[src/rtl/jtbubl_obj_draw_if.sv]
// Bundle of request, ROM and line-buffer signals for the object tile-row drawer.
// The master side issues draw requests and serves ROM reads; the slave side is the drawer.
interface jtbubl_obj_draw_if #(
    parameter int CW  = 10,
    parameter int PW  = 4,
    parameter int BPP = 4,
    parameter int LAW = 9
);
    // Handshakes: a request transfers on any rising edge where req=1 and full=0
    // (req while full is dropped). ROM: rom_cs=1 holds rom_addr stable until a
    // cycle with rom_ok=1 after the first one; rom_data is taken on that cycle.
    // buf_we is a single-cycle write strobe with no back-pressure.
    logic            req;
    logic [CW-1:0]   req_code;
    logic [PW-1:0]   req_pal;
    logic            req_hflip;
    logic            req_vflip;
    logic [2:0]      req_vrow;
    logic [LAW-1:0]  req_xpos;
    logic            req_cont;
    logic            full;
    logic            busy;
    logic            rom_cs;
    logic [CW+2:0]   rom_addr;
    logic [8*BPP-1:0] rom_data;
    logic            rom_ok;
    logic            buf_we;
    logic [LAW-1:0]  buf_addr;
    logic [PW+BPP-1:0] buf_din;
    logic [1:0]      fsm_state;

    modport master (
        output req, req_code, req_pal, req_hflip, req_vflip, req_vrow, req_xpos, req_cont,
        output rom_data, rom_ok,
        input  full, busy, rom_cs, rom_addr, buf_we, buf_addr, buf_din, fsm_state
    );

    modport slave (
        input  req, req_code, req_pal, req_hflip, req_vflip, req_vrow, req_xpos, req_cont,
        input  rom_data, rom_ok,
        output full, busy, rom_cs, rom_addr, buf_we, buf_addr, buf_din, fsm_state
    );
endinterface

[src/rtl/jtbubl_obj_draw.sv]
// Object tile-row drawer: queues row requests, fetches one ROM word per row and
// writes its 8 pixels to the line buffer, skipping transparent ones.
module jtbubl_obj_draw #(
    parameter int              CW        = 10,
    parameter int              PW        = 4,
    parameter int              BPP       = 4,
    parameter int              LAW       = 9,
    parameter int              QAW       = 2,
    parameter bit              TRANSP_EN = 1'b1,
    parameter logic [BPP-1:0]  TRANSP    = '0
) (
    input  logic               clk,
    input  logic               rst_n,
    jtbubl_obj_draw_if.slave   bus
);
    localparam int DEPTH = 2 ** QAW;
    localparam int EW    = CW + PW + LAW + 6;

    localparam logic [1:0] IDLE  = 2'd0;
    localparam logic [1:0] FETCH = 2'd1;
    localparam logic [1:0] DRAW  = 2'd2;

    logic [EW-1:0]    mem [DEPTH];
    logic [QAW-1:0]   rd_ptr_q, rd_ptr_d;
    logic [QAW-1:0]   wr_ptr_q, wr_ptr_d;
    logic [QAW:0]     count_q, count_d;

    logic [1:0]       state_q, state_d;
    logic [CW+2:0]    rom_addr_q, rom_addr_d;
    logic [PW-1:0]    pal_q, pal_d;
    logic             hflip_q, hflip_d;
    logic             first_q, first_d;
    logic [8*BPP-1:0] data_q, data_d;
    logic [2:0]       cnt_q, cnt_d;
    logic [LAW-1:0]   addr_q, addr_d;

    logic             full, empty, push, pop;
    logic [EW-1:0]    entry_in, head;
    logic [CW-1:0]    h_code;
    logic [PW-1:0]    h_pal;
    logic             h_hflip, h_vflip, h_cont;
    logic [2:0]       h_vrow;
    logic [LAW-1:0]   h_xpos;
    logic [2:0]       pix_idx;
    logic [BPP-1:0]   pix;

    assign full     = (count_q == (QAW+1)'(DEPTH));
    assign empty    = (count_q == '0);
    assign push     = bus.req && !full;
    assign entry_in = {bus.req_code, bus.req_pal, bus.req_hflip, bus.req_vflip,
                       bus.req_vrow, bus.req_xpos, bus.req_cont};
    assign head     = mem[rd_ptr_q];
    assign {h_code, h_pal, h_hflip, h_vflip, h_vrow, h_xpos, h_cont} = head;

    // Queue storage needs no reset: emptiness is defined by the pointers/count.
    always_ff @(posedge clk) begin
        if (push) mem[wr_ptr_q] <= entry_in;
    end

    always_comb begin
        state_d    = state_q;
        rom_addr_d = rom_addr_q;
        pal_d      = pal_q;
        hflip_d    = hflip_q;
        first_d    = first_q;
        data_d     = data_q;
        cnt_d      = cnt_q;
        addr_d     = addr_q;
        pop        = 1'b0;

        case (state_q)
            IDLE: begin
                if (!empty) begin
                    pop     = 1'b1;
                    state_d = FETCH;
                end
            end
            FETCH: begin
                first_d = 1'b0;
                // The first FETCH cycle's rom_ok still refers to the old address.
                if (!first_q && bus.rom_ok) begin
                    data_d  = bus.rom_data;
                    cnt_d   = 3'd0;
                    state_d = DRAW;
                end
            end
            DRAW: begin
                cnt_d  = cnt_q + 3'd1;
                addr_d = addr_q + LAW'(1);
                if (cnt_q == 3'd7) begin
                    if (!empty) begin
                        pop     = 1'b1;
                        state_d = FETCH;
                    end else begin
                        state_d = IDLE;
                    end
                end
            end
            default: state_d = IDLE;
        endcase

        // addr_d already holds the address after the last drawn pixel here.
        if (pop) begin
            rom_addr_d = {h_code, h_vrow ^ {3{h_vflip}}};
            pal_d      = h_pal;
            hflip_d    = h_hflip;
            first_d    = 1'b1;
            if (!h_cont) addr_d = h_xpos;
        end

        rd_ptr_d = pop  ? rd_ptr_q + QAW'(1) : rd_ptr_q;
        wr_ptr_d = push ? wr_ptr_q + QAW'(1) : wr_ptr_q;
        count_d  = count_q + (QAW+1)'(push) - (QAW+1)'(pop);
    end

    always_ff @(posedge clk or negedge rst_n) begin
        if (!rst_n) begin
            rd_ptr_q   <= '0;
            wr_ptr_q   <= '0;
            count_q    <= '0;
            state_q    <= IDLE;
            rom_addr_q <= '0;
            pal_q      <= '0;
            hflip_q    <= 1'b0;
            first_q    <= 1'b0;
            data_q     <= '0;
            cnt_q      <= '0;
            addr_q     <= '0;
        end else begin
            rd_ptr_q   <= rd_ptr_d;
            wr_ptr_q   <= wr_ptr_d;
            count_q    <= count_d;
            state_q    <= state_d;
            rom_addr_q <= rom_addr_d;
            pal_q      <= pal_d;
            hflip_q    <= hflip_d;
            first_q    <= first_d;
            data_q     <= data_d;
            cnt_q      <= cnt_d;
            addr_q     <= addr_d;
        end
    end

    assign pix_idx       = hflip_q ? ~cnt_q : cnt_q;
    assign pix           = data_q[pix_idx*BPP +: BPP];

    assign bus.full      = full;
    assign bus.busy      = !empty || (state_q != IDLE);
    assign bus.rom_cs    = (state_q == FETCH);
    assign bus.rom_addr  = rom_addr_q;
    assign bus.buf_we    = (state_q == DRAW) && !(TRANSP_EN && (pix == TRANSP));
    assign bus.buf_addr  = addr_q;
    assign bus.buf_din   = {pal_q, pix};
    assign bus.fsm_state = state_q;
endmodule
[src/flat_wrapper.sv]
// flat-port wrapper written by rule: the top's interface ports become plain ports
module jtbubl_obj_draw_flat 
#(
    parameter int              CW        = 10,
    parameter int              PW        = 4,
    parameter int              BPP       = 4,
    parameter int              LAW       = 9,
    parameter int              QAW       = 2,
    parameter bit              TRANSP_EN = 1'b1,
    parameter logic [BPP-1:0]  TRANSP    = '0
)
  (clk, rst_n, bus_req, bus_req_code, bus_req_pal, bus_req_hflip, bus_req_vflip, bus_req_vrow, bus_req_xpos, bus_req_cont, bus_rom_data, bus_rom_ok, bus_full, bus_busy, bus_rom_cs, bus_rom_addr, bus_buf_we, bus_buf_addr, bus_buf_din, bus_fsm_state);
  jtbubl_obj_draw_if #(.CW(CW), .PW(PW), .BPP(BPP), .LAW(LAW)) bus_i ();
  input  logic clk;
  input  logic rst_n;
  input wire logic [$bits(bus_i.req)-1:0] bus_req;
  input wire logic [$bits(bus_i.req_code)-1:0] bus_req_code;
  input wire logic [$bits(bus_i.req_pal)-1:0] bus_req_pal;
  input wire logic [$bits(bus_i.req_hflip)-1:0] bus_req_hflip;
  input wire logic [$bits(bus_i.req_vflip)-1:0] bus_req_vflip;
  input wire logic [$bits(bus_i.req_vrow)-1:0] bus_req_vrow;
  input wire logic [$bits(bus_i.req_xpos)-1:0] bus_req_xpos;
  input wire logic [$bits(bus_i.req_cont)-1:0] bus_req_cont;
  input wire logic [$bits(bus_i.rom_data)-1:0] bus_rom_data;
  input wire logic [$bits(bus_i.rom_ok)-1:0] bus_rom_ok;
  output wire logic [$bits(bus_i.full)-1:0] bus_full;
  output wire logic [$bits(bus_i.busy)-1:0] bus_busy;
  output wire logic [$bits(bus_i.rom_cs)-1:0] bus_rom_cs;
  output wire logic [$bits(bus_i.rom_addr)-1:0] bus_rom_addr;
  output wire logic [$bits(bus_i.buf_we)-1:0] bus_buf_we;
  output wire logic [$bits(bus_i.buf_addr)-1:0] bus_buf_addr;
  output wire logic [$bits(bus_i.buf_din)-1:0] bus_buf_din;
  output wire logic [$bits(bus_i.fsm_state)-1:0] bus_fsm_state;
  assign bus_i.req = bus_req;
  assign bus_i.req_code = bus_req_code;
  assign bus_i.req_pal = bus_req_pal;
  assign bus_i.req_hflip = bus_req_hflip;
  assign bus_i.req_vflip = bus_req_vflip;
  assign bus_i.req_vrow = bus_req_vrow;
  assign bus_i.req_xpos = bus_req_xpos;
  assign bus_i.req_cont = bus_req_cont;
  assign bus_i.rom_data = bus_rom_data;
  assign bus_i.rom_ok = bus_rom_ok;
  assign bus_full = bus_i.full;
  assign bus_busy = bus_i.busy;
  assign bus_rom_cs = bus_i.rom_cs;
  assign bus_rom_addr = bus_i.rom_addr;
  assign bus_buf_we = bus_i.buf_we;
  assign bus_buf_addr = bus_i.buf_addr;
  assign bus_buf_din = bus_i.buf_din;
  assign bus_fsm_state = bus_i.fsm_state;
  jtbubl_obj_draw #(.CW(CW), .PW(PW), .BPP(BPP), .LAW(LAW), .QAW(QAW), .TRANSP_EN(TRANSP_EN), .TRANSP(TRANSP)) u_core (.clk(clk), .rst_n(rst_n), .bus(bus_i));
endmodule
[config.mk]
export PLATFORM = sky130hd
export DESIGN_NAME = jtbubl_obj_draw_flat
export DESIGN_NICKNAME = d
export VERILOG_FILES = /design/src/rtl/jtbubl_obj_draw_if.sv /design/src/rtl/jtbubl_obj_draw.sv /design/src/flat_wrapper.sv
export SDC_FILE = /design/constraint.sdc
export NUM_CORES = 1
export LEC_CHECK = 0
export ABC_AREA = 1
export CAP_MARGIN = 25
export CORE_MARGIN = 3
export CORE_UTILIZATION = 45
export DETAILED_ROUTE_END_ITERATION = 10
export GPL_ROUTABILITY_DRIVEN = 0
export PLACE_DENSITY_LB_ADDON = 0.2
export SYNTH_ARGS = -nofsm -noshare
export SYNTH_HDL_FRONTEND = slang
export SYNTH_SLANG_ARGS = --single-unit
[constraint.sdc]
create_clock -name clk -period 2.3 [get_ports clk]
set_clock_uncertainty 0.1 [all_clocks]
set_input_delay 0.345 -clock clk [delete_from_list [all_inputs] [get_ports clk]]
set_output_delay 0.345 -clock clk [all_outputs]
set_load 0.01 [all_outputs]
==> summary.txt, run 1 <==
Status = finished, violations left
Violated checks = setup timing
Worst setup slack after layout = -0.122 ns
Slew Viols, Final = 0
R2r setup slk = 0.04 ns
First-pass GRT wire length = 29400 um
Vias per cell = 5.12
Final HPWL DP = 11300 um
Core Box Area = 16900 um^2
# fillers = 1333
Ys async rst share = 38.3%
Die Area = 19200 um^2
H-tree Lvls = 4
CTS tree = yes
Hold path endpoint = u_core.data_q[29]
Share of cells above drive strength 1 = 13.5%
Reg2reg end = u_core.count_q[1]
Req. time, crit path = 1.86 ns
Min-Delay Path Class = in2reg
Total vias in the final route = 5519
Worst-path clk slew = 0.06 ns
Starting DRT DRC Count = 294
Post-DR wirelength/cell = 16.4 um
Cells after synthesis = 728
Clock tree root buffer cell = clkbuf_16
Pin count of the biggest net entering global routing = 45
Maxcap violations = 0
Num CTS Buffers = 17
Final hold violations = 0
GRT overflow = 0
Initial core utilization = 46.8%
Worst-Margin Slew = 0.633 ns
Post-synthesis net count = 802
Final Net Count = 918
Row count = 47
Post-synth top area share = 44.1%
Endpoints failing setup = 3
CTS max path bufs = 2
Cell Area, Synth = 7890 um^2
Sink Count = 188
Layout Utilization = 59.7%
Non-filler cells, final = 1077
Tot GR Track Use = 19.1%
Most numerous cell in the Yosys netlist = nand2_1
Crit. End Element = output port
Worst Path Arrival = 1.98 ns
Sequential area share after synthesis = 67.0%
Period utilisation layout = 105%
F_max = 413 MHz
Drt pass-1 iters = 5
Critical path class = reg2out
Seq cells post-synth = 188
Worst ir drop on vdd = 1.22 mV
Final setup TNS = -0.133 ns
Post-synth EDFFs = 116
Vias in the first global route = 5722
Inst Count DP = 1039
Chip width = 138 um
RSZ-0062 raised after global routing = true
CP Max Fanout = 8
Synth warn = 0
Relative slew slack = 57.8%
Ys flop type = edfxtp_1
# DRC = 0
DRT antenna net count = 0
Synth cell count leaders = nand2_1 (135), edfxtp_1 (116), nor2_1 (112), o21ai_0 (81), dfrtp_1 (72)
Die H = 138 um
Start of the worst register-to-register path = u_core.cnt_q[0]
Syn-to-layout area delta = 27.6%
Hold depth = 3
Diodes inserted = 0
Final min period = 2.42 ns
Skew-Pair Late Insertion Delay = 0.43 ns
Synth top area cells = edfxtp_1 (44%), dfrtp_1 (23%), nand2_1 (6.4%)
Worst hold start = bus_rom_data[29]
Io pins = 101
Synth Area per Inst = 10.8 um^2
PortBufs = 100
Startpoint Class = flop
Largest area contributor in the netlist = edfxtp_1
Leakage dissipation = 0.00398 uW
Final wirelength = 17700 um
Worst-case reg-to-reg path depth = 11
Initial antenna violation count = 0
Pwr dens = 1430 nW/um^2
Count of cell types in the netlist = 35
-- worst max-delay path by stage --
stage	to	cells after the start	slack, ns	startpoint
after global placement	bus_buf_we	9	-0.02	u_core.hflip_q
after detailed placement	bus_buf_we	9	-0.09	u_core.hflip_q
final	bus_buf_we	10	-0.12	u_core.hflip_q
after CTS	bus_buf_we	10	-0.10	u_core.hflip_q
after floorplan	u_core.mem[2][0]	4	-0.11	u_core.wr_ptr_q[0]
after global routing	bus_buf_we	9	-0.24	u_core.hflip_q
-- metrics by stage --
step                total power, uW  hold WS [ns]  area (um^2)  setup WS [ns]
global route                  15400         0.363        10100         -0.240
detailed placement            11000         0.307         9250        -0.0913
CTS                           14300         0.348         9990         -0.105
finish                        14400         0.363        10100         -0.122
floorplan                      8760       -0.0506         7900         -0.111
global placement              10800         0.304         9250        -0.0221
-- power by group --
| part | internal, uW | total [uW] | switching, uW |
|---|---|---|---|
| sequential | 4680 | 5250 | 564 |
| combinational | 2560 | 6050 | 3500 |
| clock | 1820 | 3070 | 1250 |
-- routing by layer --
metal  part of all wire (%)  GRT usage [%]  up-vias
li1                       -              -     2689
met1                     42           23.9     2652
met2                     51           32.9      154
met3                    5.0           4.32       24
met4                    1.6           6.50        0
met5                      0              0        -
-- final cells by class --
type	count	area [um^2]	share of cell area, %
Clock inverter	14	194	1.93
Clock buffer	18	429	4.26
Timing Repair Buffer	129	1300	12.9
Multi-Input combinational cell	450	2350	23.4
Tap cell	220	275	2.73
Sequential cell	188	5290	52.5
Inverter	58	228	2.26
-- critical path, stage by stage (launching register included) --
cell and delay (ns):
dfrtp_2 0.46, buf_6 0.16, xor2_4 0.27, nand3_2 0.10, nand2_1 0.08, nand2_1 0.06, nand2_2 0.07, nand2_1 0.05
nor2_1 0.10, nor2_1 0.06, buf_2 0.14
-- kinds of logic (layout without fill, tap and decap cells) --
logic type | count (synthesis) | after routing | share of synthesized area (%)
AOI/OAI and AO/OA | 126 | 126 | 8.78
xor gates and xnor gates | 14 | 14 | 1.74
adders and majority gates | 9 | 9 | 1.52
buffers and inverters | 92 | 219 | 5.48
DFF | 188 | 188 | 67.0
and+or+nand+nor | 299 | 301 | 15.5
-- timing repair --
action | CTS | global route
hold buffers | 1 | 0
pin swaps | 6 | 10
setup endpoints to repair | 6 | 7
cloned | 2 | 0
gates resized for setup | 40 | 22
endpoints found under the hold margin | 43 | 0
setup buffers | 2 | 1
-- cells in the final DEF, fill, tap and decap left out, types with 2 or more instances in the layout --
cell / Yosys / final
nand2_1: 135 / 128
edfxtp_1: 116 / 116
nor2_1: 112 / 107
clkdlybuf4s50_1: 0 / 94
o21ai_0: 81 / 80
dfrtp_1: 72 / 68
inv_1: 52 / 48
nand3_1: 38 / 35
buf_4: 9 / 19
clkbuf_16: 0 / 17
a31oi_1: 15 / 15
o21ai_1: 12 / 12
nand2_2: 4 / 9
o22ai_1: 9 / 9
inv_2: 6 / 8
xor2_1: 7 / 7
buf_6: 5 / 7
buf_12: 0 / 6
xnor2_1: 5 / 5
nor2_4: 1 / 5
ha_1: 8 / 5
nand2_8: 0 / 4
bufinv_16: 0 / 4
clkinv_4: 0 / 4
dfrtp_2: 0 / 4
nor2_2: 2 / 3
nand3_2: 0 / 3
a21oi_1: 3 / 3
nand2_4: 2 / 2
nand3b_1: 2 / 2
o21ai_2: 1 / 2
a22o_1: 2 / 2
ha_4: 0 / 2
inv_6: 0 / 2
clkinv_2: 0 / 2
-- sequential cells by signal, summed over array words and instances, names as in the netlist, 3 cells and up --
signal               cells
u_core.mem             116
u_core.data_q           32
u_core.bus.rom_addr     13
u_core.bus.buf_addr      9
u_core.pal_q             4
u_core.cnt_q             3
u_core.count_q           3
Power figures use the tool's default switching activity.
==> inputs of run 2 (changes only) <==
--- a/config.mk
+++ b/config.mk
@@ -6,7 +6,6 @@
 export NUM_CORES = 1
 export LEC_CHECK = 0
 export ABC_AREA = 1
-export CAP_MARGIN = 25
 export CORE_MARGIN = 3
 export CORE_UTILIZATION = 45
 export DETAILED_ROUTE_END_ITERATION = 10
==> results of run 2 <==
Final layout, timing and power as in run 1 (identical DEF).
